$ cat config.mk
export PLATFORM = sky130hd
export DESIGN_NAME = hfg_feature_engine
export DESIGN_NICKNAME = d
export VERILOG_FILES = /design/src/rtl/hfg_feature_engine.sv
export SDC_FILE = /design/constraint.sdc
export NUM_CORES = 2
export LEC_CHECK = 0
export ABC_AREA = 1
export CAP_MARGIN = 5
export CORE_MARGIN = 5
export CORE_UTILIZATION = 25
export CTS_BUF_LIST = sky130_fd_sc_hd__clkbuf_16
export DETAILED_ROUTE_END_ITERATION = 10
export PLACE_DENSITY = 0.54
export SYNTH_ARGS = -nofsm -noshare
export SYNTH_HDL_FRONTEND = slang
export SYNTH_SLANG_ARGS = --single-unit
$ cat constraint.sdc
create_clock -name iClk -period 20.5 [get_ports iClk]
set_input_delay 3.075 -clock iClk [delete_from_list [all_inputs] [get_ports iClk]]
set_output_delay 3.075 -clock iClk [all_outputs]
set_load 0.01 [all_outputs]
$ cat src/rtl/hfg_feature_engine.sv
`default_nettype none
// ============================================================================
// hfg_feature_engine : Haar feature generator for one detection window
// Rev 1.0
// ============================================================================
module hfg_feature_engine #(
  parameter int II_W       = 21,
  parameter int NREC       = 8,
  parameter int NFEAT      = 100,
  parameter int FADDR_W    = 7,
  parameter int FEAT_W     = 32,
  parameter int NORM_MODE  = 1,
  parameter int NORM_SHIFT = 9
) (
  input  logic                     iClk,
  input  logic                     iReset,
  input  logic                     iRun,
  input  logic [15:0]              iNorm,
  output logic [FADDR_W-1:0]       oAddr_IIBG,
  output logic                     oRdreq_IIBG,
  input  logic                     iReady,
  input  logic [NREC*4*II_W-1:0]   i4Rec,
  input  logic [NREC-1:0]          iSign,
  input  logic [NREC-1:0]          iRecEn,
  output logic                     oBusy,
  output logic                     oWrreq_FBR,
  output logic [FADDR_W-1:0]       oAddr_FBR,
  output logic signed [FEAT_W-1:0] oFeature,
  output logic                     oSat,
  output logic                     oFinish,
  output logic                     oFull_FBR
);

  localparam int RW = II_W + 2;
  localparam int TW = II_W + 2 + $clog2(NREC);
  localparam int NW = TW + 17;
  localparam int CW = FADDR_W + 1;
  localparam logic [CW-1:0]      NFEAT_C = CW'(NFEAT);
  localparam logic [FADDR_W-1:0] LAST_C  = FADDR_W'(NFEAT - 1);

  typedef enum logic [1:0] {S_IDLE, S_FETCH, S_DRAIN, S_DONE} state_t;

  state_t               state_q, state_d;
  logic [FADDR_W-1:0]   req_cnt_q, req_cnt_d;
  logic [CW-1:0]        rsp_cnt_q, rsp_cnt_d;
  logic [CW-1:0]        wr_cnt_q, wr_cnt_d;
  logic [15:0]          norm_q, norm_d;
  logic                 full_q, full_d;

  logic                 v1_q, v1_d, v2_q, v2_d, v3_q, v3_d;
  logic [FADDR_W-1:0]   tag1_q, tag1_d, tag2_q, tag2_d, tag3_q, tag3_d;
  logic [NREC-1:0]      sign1_q, sign1_d;
  logic signed [RW-1:0] rsum_q [NREC];
  logic signed [RW-1:0] rsum_d [NREC];
  logic signed [TW-1:0] total_q, total_d;
  logic signed [FEAT_W-1:0] feat_q, feat_d;
  logic                 sat_q, sat_d;

  logic                 accept_w;
  logic signed [NW-1:0] prod_w;
  logic signed [NW-1:0] norm_w;

  // Responses are only tagged while a window is open and slots remain.
  assign accept_w = iReady && (state_q != S_IDLE) && (rsp_cnt_q < NFEAT_C);

  always_comb begin
    state_d   = state_q;
    req_cnt_d = req_cnt_q;
    rsp_cnt_d = rsp_cnt_q + CW'(accept_w);
    wr_cnt_d  = wr_cnt_q + CW'(v3_q);
    norm_d    = norm_q;
    full_d    = full_q;
    case (state_q)
      S_IDLE: begin
        if (iRun) begin
          norm_d    = iNorm;
          req_cnt_d = '0;
          rsp_cnt_d = '0;
          wr_cnt_d  = '0;
          full_d    = 1'b0;
          state_d   = S_FETCH;
        end
      end
      S_FETCH: begin
        req_cnt_d = req_cnt_q + FADDR_W'(1);
        if (req_cnt_q == LAST_C) state_d = S_DRAIN;
      end
      S_DRAIN: begin
        // wr_cnt_d already includes a write landing this cycle.
        if (wr_cnt_d == NFEAT_C) begin
          state_d = S_DONE;
          full_d  = 1'b1;
        end
      end
      default: state_d = S_IDLE;
    endcase
  end

  assign oBusy       = (state_q != S_IDLE);
  assign oRdreq_IIBG = (state_q == S_FETCH);
  assign oAddr_IIBG  = req_cnt_q;
  assign oFinish     = (state_q == S_DONE);
  assign oFull_FBR   = full_q;

  for (genvar r = 0; r < NREC; r++) begin : g_rect
    logic [II_W-1:0] a_w, b_w, c_w, d_w;
    assign a_w = i4Rec[r*4*II_W          +: II_W];
    assign b_w = i4Rec[r*4*II_W + II_W   +: II_W];
    assign c_w = i4Rec[r*4*II_W + 2*II_W +: II_W];
    assign d_w = i4Rec[r*4*II_W + 3*II_W +: II_W];
    assign rsum_d[r] = iRecEn[r]
        ? ($signed({2'b00, d_w}) - $signed({2'b00, b_w})
           - $signed({2'b00, c_w}) + $signed({2'b00, a_w}))
        : '0;
  end

  always_comb begin
    v1_d    = accept_w;
    tag1_d  = rsp_cnt_q[FADDR_W-1:0];
    sign1_d = iSign;
    v2_d    = v1_q;
    tag2_d  = tag1_q;
    v3_d    = v2_q;
    tag3_d  = tag2_q;
    total_d = '0;
    for (int r = 0; r < NREC; r++) begin
      total_d = sign1_q[r] ? (total_d - TW'(rsum_q[r])) : (total_d + TW'(rsum_q[r]));
    end
  end

  // Full-width signed product keeps mode 2 exact before the floor shift.
  assign prod_w = $signed(NW'(total_q)) * $signed({{(NW-16){1'b0}}, norm_q});

  always_comb begin
    case (NORM_MODE)
      1:       norm_w = NW'(total_q >>> NORM_SHIFT);
      2:       norm_w = prod_w >>> 16;
      default: norm_w = NW'(total_q);
    endcase
  end

  if (NW > FEAT_W) begin : g_sat
    logic [NW-FEAT_W:0] top_w;
    assign top_w = norm_w[NW-1:FEAT_W-1];
    always_comb begin
      sat_d  = !((&top_w) || (~|top_w));
      feat_d = norm_w[FEAT_W-1:0];
      if (sat_d) feat_d = norm_w[NW-1] ? {1'b1, {(FEAT_W-1){1'b0}}}
                                       : {1'b0, {(FEAT_W-1){1'b1}}};
    end
  end else begin : g_nosat
    assign sat_d  = 1'b0;
    assign feat_d = FEAT_W'(norm_w);
  end

  always_ff @(posedge iClk) begin
    if (iReset) begin
      state_q   <= S_IDLE;
      req_cnt_q <= '0;
      rsp_cnt_q <= '0;
      wr_cnt_q  <= '0;
      norm_q    <= '0;
      full_q    <= 1'b0;
      v1_q      <= 1'b0;
      v2_q      <= 1'b0;
      v3_q      <= 1'b0;
      tag1_q    <= '0;
      tag2_q    <= '0;
      tag3_q    <= '0;
      sign1_q   <= '0;
      total_q   <= '0;
      feat_q    <= '0;
      sat_q     <= 1'b0;
      for (int r = 0; r < NREC; r++) rsum_q[r] <= '0;
    end else begin
      state_q   <= state_d;
      req_cnt_q <= req_cnt_d;
      rsp_cnt_q <= rsp_cnt_d;
      wr_cnt_q  <= wr_cnt_d;
      norm_q    <= norm_d;
      full_q    <= full_d;
      v1_q      <= v1_d;
      v2_q      <= v2_d;
      v3_q      <= v3_d;
      tag1_q    <= tag1_d;
      tag2_q    <= tag2_d;
      tag3_q    <= tag3_d;
      sign1_q   <= sign1_d;
      total_q   <= total_d;
      feat_q    <= feat_d;
      sat_q     <= sat_d;
      for (int r = 0; r < NREC; r++) rsum_q[r] <= rsum_d[r];
    end
  end

  assign oWrreq_FBR = v3_q;
  assign oAddr_FBR  = tag3_q;
  assign oFeature   = feat_q;
  assign oSat       = sat_q;

endmodule
`default_nettype wire

==> results by stage <==
Outcome:
- The run finished with clean final reports.

Route:
- After detailed routing, the number of remaining DRC violations is 0.
- The total wirelength of the detailed-routed design is 130,000 µm.
- The post-detailed-route via-to-cell ratio is between 4 and 5.
- The routed layout has 35,800 vias.
- Before antenna repair, the detailed router went through 6 iterations.
- For this block, the initial DRC count from the detailed router was 1,670.
- Once detail routing completed, the nets flagged for antenna violations numbered 0.
- The average routed wire per standard cell is 16.1 µm.

Global routing:
- The met3 track demand over resource is under 10%.
- The maximum number of pins on one net before global-route repair is 43.
- For this run, the total global-route usage over all layers was measured as ~16%.
- For met1 alone, demand over resource in global routing was about 20%.
- The number of antenna violations at the first check in global routing is 30.
- The sum of overflow across all layers after global routing is 0.
- After global routing, the most crowded layer is met2.
- The first global-routing pass estimated roughly 200,000 µm of wire.
- The via count of the first global-routing pass came to 35,900.
- The met2 usage is 28.1%.

Cells and area:
- The final layout net count is ~7,400.
- Of the cells placed in the final design, the portion with a size suffix greater than 1 is 3.83%.
- The layout overhead on the synthesized area is 29.2%.
- The filler cell count is 16,200.
- In the layout the commonest cells are sky130_fd_sc_hd__inv_1 (970), sky130_fd_sc_hd__nand2_1 (748), sky130_fd_sc_hd__clkdlybuf4s50_1 (741).
- The most common library cell in the layout ignoring fill and taps is sky130_fd_sc_hd__inv_1.

Synth:
- The number of warnings issued by yosys is 0.
- The register area share after synthesis is 14.6%.
- A synthesized cell averages 7.16 µm².
- In this run, synthesis inferred 0 flip-flops with an integrated enable.
- The net count after synthesis is 6,709.
- In this run the cell area of the synthesized design comes to 37,800 µm².
- In the synthesized netlist the async set-or-reset flop fraction comes to 0%.
- Counting flops and latches in the post-synthesis netlist gives around 280.
- The number of distinct library cell variants in the gate-level netlist after synthesis is 68.
- The number of instances in the synthesized netlist is 5,275.
- The primary flip-flop cell chosen by synthesis mapping is sky130_fd_sc_hd__dfxtp_1.

STA:
- In the final timing run, aggregate negative setup slack is 0 ns.
- Setup repair after global routing left no endpoint under its margin.
- The portion of the clock cycle consumed by the worst path in the final layout is 52.5%.
- The final-report hold violation count is 0.
- The achievable frequency is 0.0930 GHz.
- The clock period minus worst slack is 10.75 ns.
- The number of pins exceeding their max-slew limit in the final report is 0.
- The count of endpoints failing setup in the final report is 0.
- The final setup skew is 0.0278 ns.
- The actual transition at the worst max-transition pin is between 0.8 and 0.9 ns.
- The worst pin sits at a relative slew slack of 42.7%.

Critical path:
- The maximum single-stage delay on the critical path is roughly 0.66 ns.
- On the critical path, the stage with the largest delay is an instance of sky130_fd_sc_hd__o21ai_0.
- For the worst setup path, the data required time is 20.96 ns.
- The worst setup path is launched from a register.
- The critical path capture point type is a register.
- Along the worst path, the maximum fanout reaches 6.
- The data arrival time of the worst path is 11.22 ns.
- The worst setup path is of the register to register kind.
- The largest delay contributor family on the critical path is compound AO/OA/AOI/OAI gates.
- The critical path contains buffers and inverters numbering 6 combined.
- The cell repeated most along the worst path is sky130_fd_sc_hd__nand2_1.

Clocking:
- The clock tree from TritonCTS is built.
- The number of gates resized after CTS was 0.
- The number of hold-repair buffers added at the cts stage is 0.
- The clock passes through at most 3 buffers.
- The clock tree synthesis step divided the H-tree into 2 levels.
- After clock tree synthesis, the setup repair step added 0 buffers.
- CTS placed an instance of sky130_fd_sc_hd__clkbuf_16 at the clock tree root.
- The tree built by TritonCTS fans out to 276 sinks.
- The clock-pin slew on the worst setup and hold paths is 0.06 ns.
- The clock network latency to the later pin of the worst-skew pair is 0.60 ns.
- Clock tree synthesis inserted a total of 39 buffers.

Floorplanning:
- The die covers 159,000 µm².
- The initial utilization of the core area, before any placement, comes to 25.2%.
- After floorplanning, the core was sized to cover ~150,000 µm².
- The number of core rows is 142.
- From left edge to right edge, the die measures 399 µm.
- The I/O pin total is 760.
- In this run the vertical extent of the chip is 399 µm.

Place:
- The count of buffers from port buffering is around 740.
- Summed over all nets, the half-perimeter wirelength after detailed placement is 116,000 µm.
- The weighted congestion at the end of routability-driven global placement is 0.892.

Hold path:
- The type of the tightest min-delay check is register to register.

Job:
- The number of maximum-capacitance violations is 0.
tightest hold or removal path, cell delays in order (launching register included):
cell and delay, ns:
sky130_fd_sc_hd__dfxtp_1 0.29, sky130_fd_sc_hd__inv_1 0.04, sky130_fd_sc_hd__nor2_1 0.03
area by class of cell:
| type | instances | area (µm²) | share of cell area [%] |
|---|---|---|---|
| Multi-Input combinational cell | 3970 | 28300 | 58.0 |
| Tap cell | 2016 | 2520 | 5.17 |
| Inverter | 976 | 3660 | 7.50 |
| Clock buffer | 39 | 976 | 2.00 |
| Timing Repair Buffer | 747 | 7460 | 15.3 |
| Antenna cell | 26 | 65.1 | 0.133 |
| Sequential cell | 276 | 5530 | 11.3 |
| Clock inverter | 31 | 272 | 0.556 |
logic make-up after synthesis:
kind of cell | Yosys count | share of synthesized area (%)
adder cells (fa/ha/maj) | 726 | 27.7
XOR/XNOR | 464 | 10.8
other | 1 | 0.00993
flip-flops | 276 | 14.6
AND/OR/NAND/NOR | 1427 | 15.8
AO/OA/AOI/OAI | 1352 | 20.8
buffers and inverters | 1029 | 10.4
cells in the mapped netlist, types with 21 or more instances:
cell / number / area [µm²]
sky130_fd_sc_hd__inv_1: 965 / 3620
sky130_fd_sc_hd__o21ai_2: 47 / 412
sky130_fd_sc_hd__o21ai_1: 65 / 325
sky130_fd_sc_hd__o21ai_0: 251 / 1260
sky130_fd_sc_hd__nor3_1: 59 / 295
sky130_fd_sc_hd__o21a_1: 80 / 601
sky130_fd_sc_hd__nand3_1: 133 / 666
sky130_fd_sc_hd__fa_1: 182 / 3640
sky130_fd_sc_hd__xnor2_1: 164 / 1440
sky130_fd_sc_hd__a21boi_1: 27 / 203
sky130_fd_sc_hd__a31oi_1: 38 / 238
sky130_fd_sc_hd__nand4_1: 24 / 150
sky130_fd_sc_hd__xor2_1: 300 / 2630
sky130_fd_sc_hd__dfxtp_1: 276 / 5530
sky130_fd_sc_hd__nor2_1: 377 / 1420
sky130_fd_sc_hd__ha_1: 544 / 6810
sky130_fd_sc_hd__a21o_1: 21 / 158
sky130_fd_sc_hd__nand2_1: 748 / 2810
sky130_fd_sc_hd__a21oi_1: 679 / 3400
sky130_fd_sc_hd__o21bai_1: 38 / 285
sky130_fd_sc_hd__clkbuf_1: 30 / 113
per-stage QoR:
stage	utilization [%]	setup slack, ns	hold WS (ns)	instance area [µm²]	std cells
after floorplan	-	12.05	0.388	37800	5275
after global placement	31.7	9.79	0.392	47500	7985
after detailed placement	31.7	9.77	0.393	47500	7985
after CTS	32.5	9.70	0.401	48800	8055
after global routing	32.5	8.71	0.421	48800	8078
final	32.6	9.75	0.399	48800	8081
path summary, 6_finish.rpt:
kind	cells past startpoint	start	slack, ns	to
worst min-delay path	2	tag2_q[4]$_SDFF_PP0_	0.40	oAddr_FBR[4]$_SDFF_PP0_
worst max register to register	51	rsum_q[0][23]$_SDFF_PP0_	9.75	total_q[25]$_SDFF_PP0_
worst max-delay path	51	rsum_q[0][23]$_SDFF_PP0_	9.75	total_q[25]$_SDFF_PP0_
worst min register to register	2	tag2_q[4]$_SDFF_PP0_	0.40	oAddr_FBR[4]$_SDFF_PP0_
routing by layer:
layer	vias to the layer above	share of wire, %
li1	18700	-
met1	16200	44
met2	624	50
met3	154	4.0
met4	8	2.7
met5	-	0.026
state kept, by name, summed over array words and instances, names as in the netlist:
signal,flops
oAddr_FBR,7
oAddr_IIBG,7
oFeature,17
oFull_FBR,1
oWrreq_FBR,1
rsp_cnt_q,8
rsum_q,184
sign1_q,8
state_q,2
tag1_q,7
tag2_q,7
total_q,17
v1_q,1
v2_q,1
wr_cnt_q,8
Power is left out: the tool's default activity adds up to more than one toggle a clock period on the data nets, which glitch-free logic cannot reach.
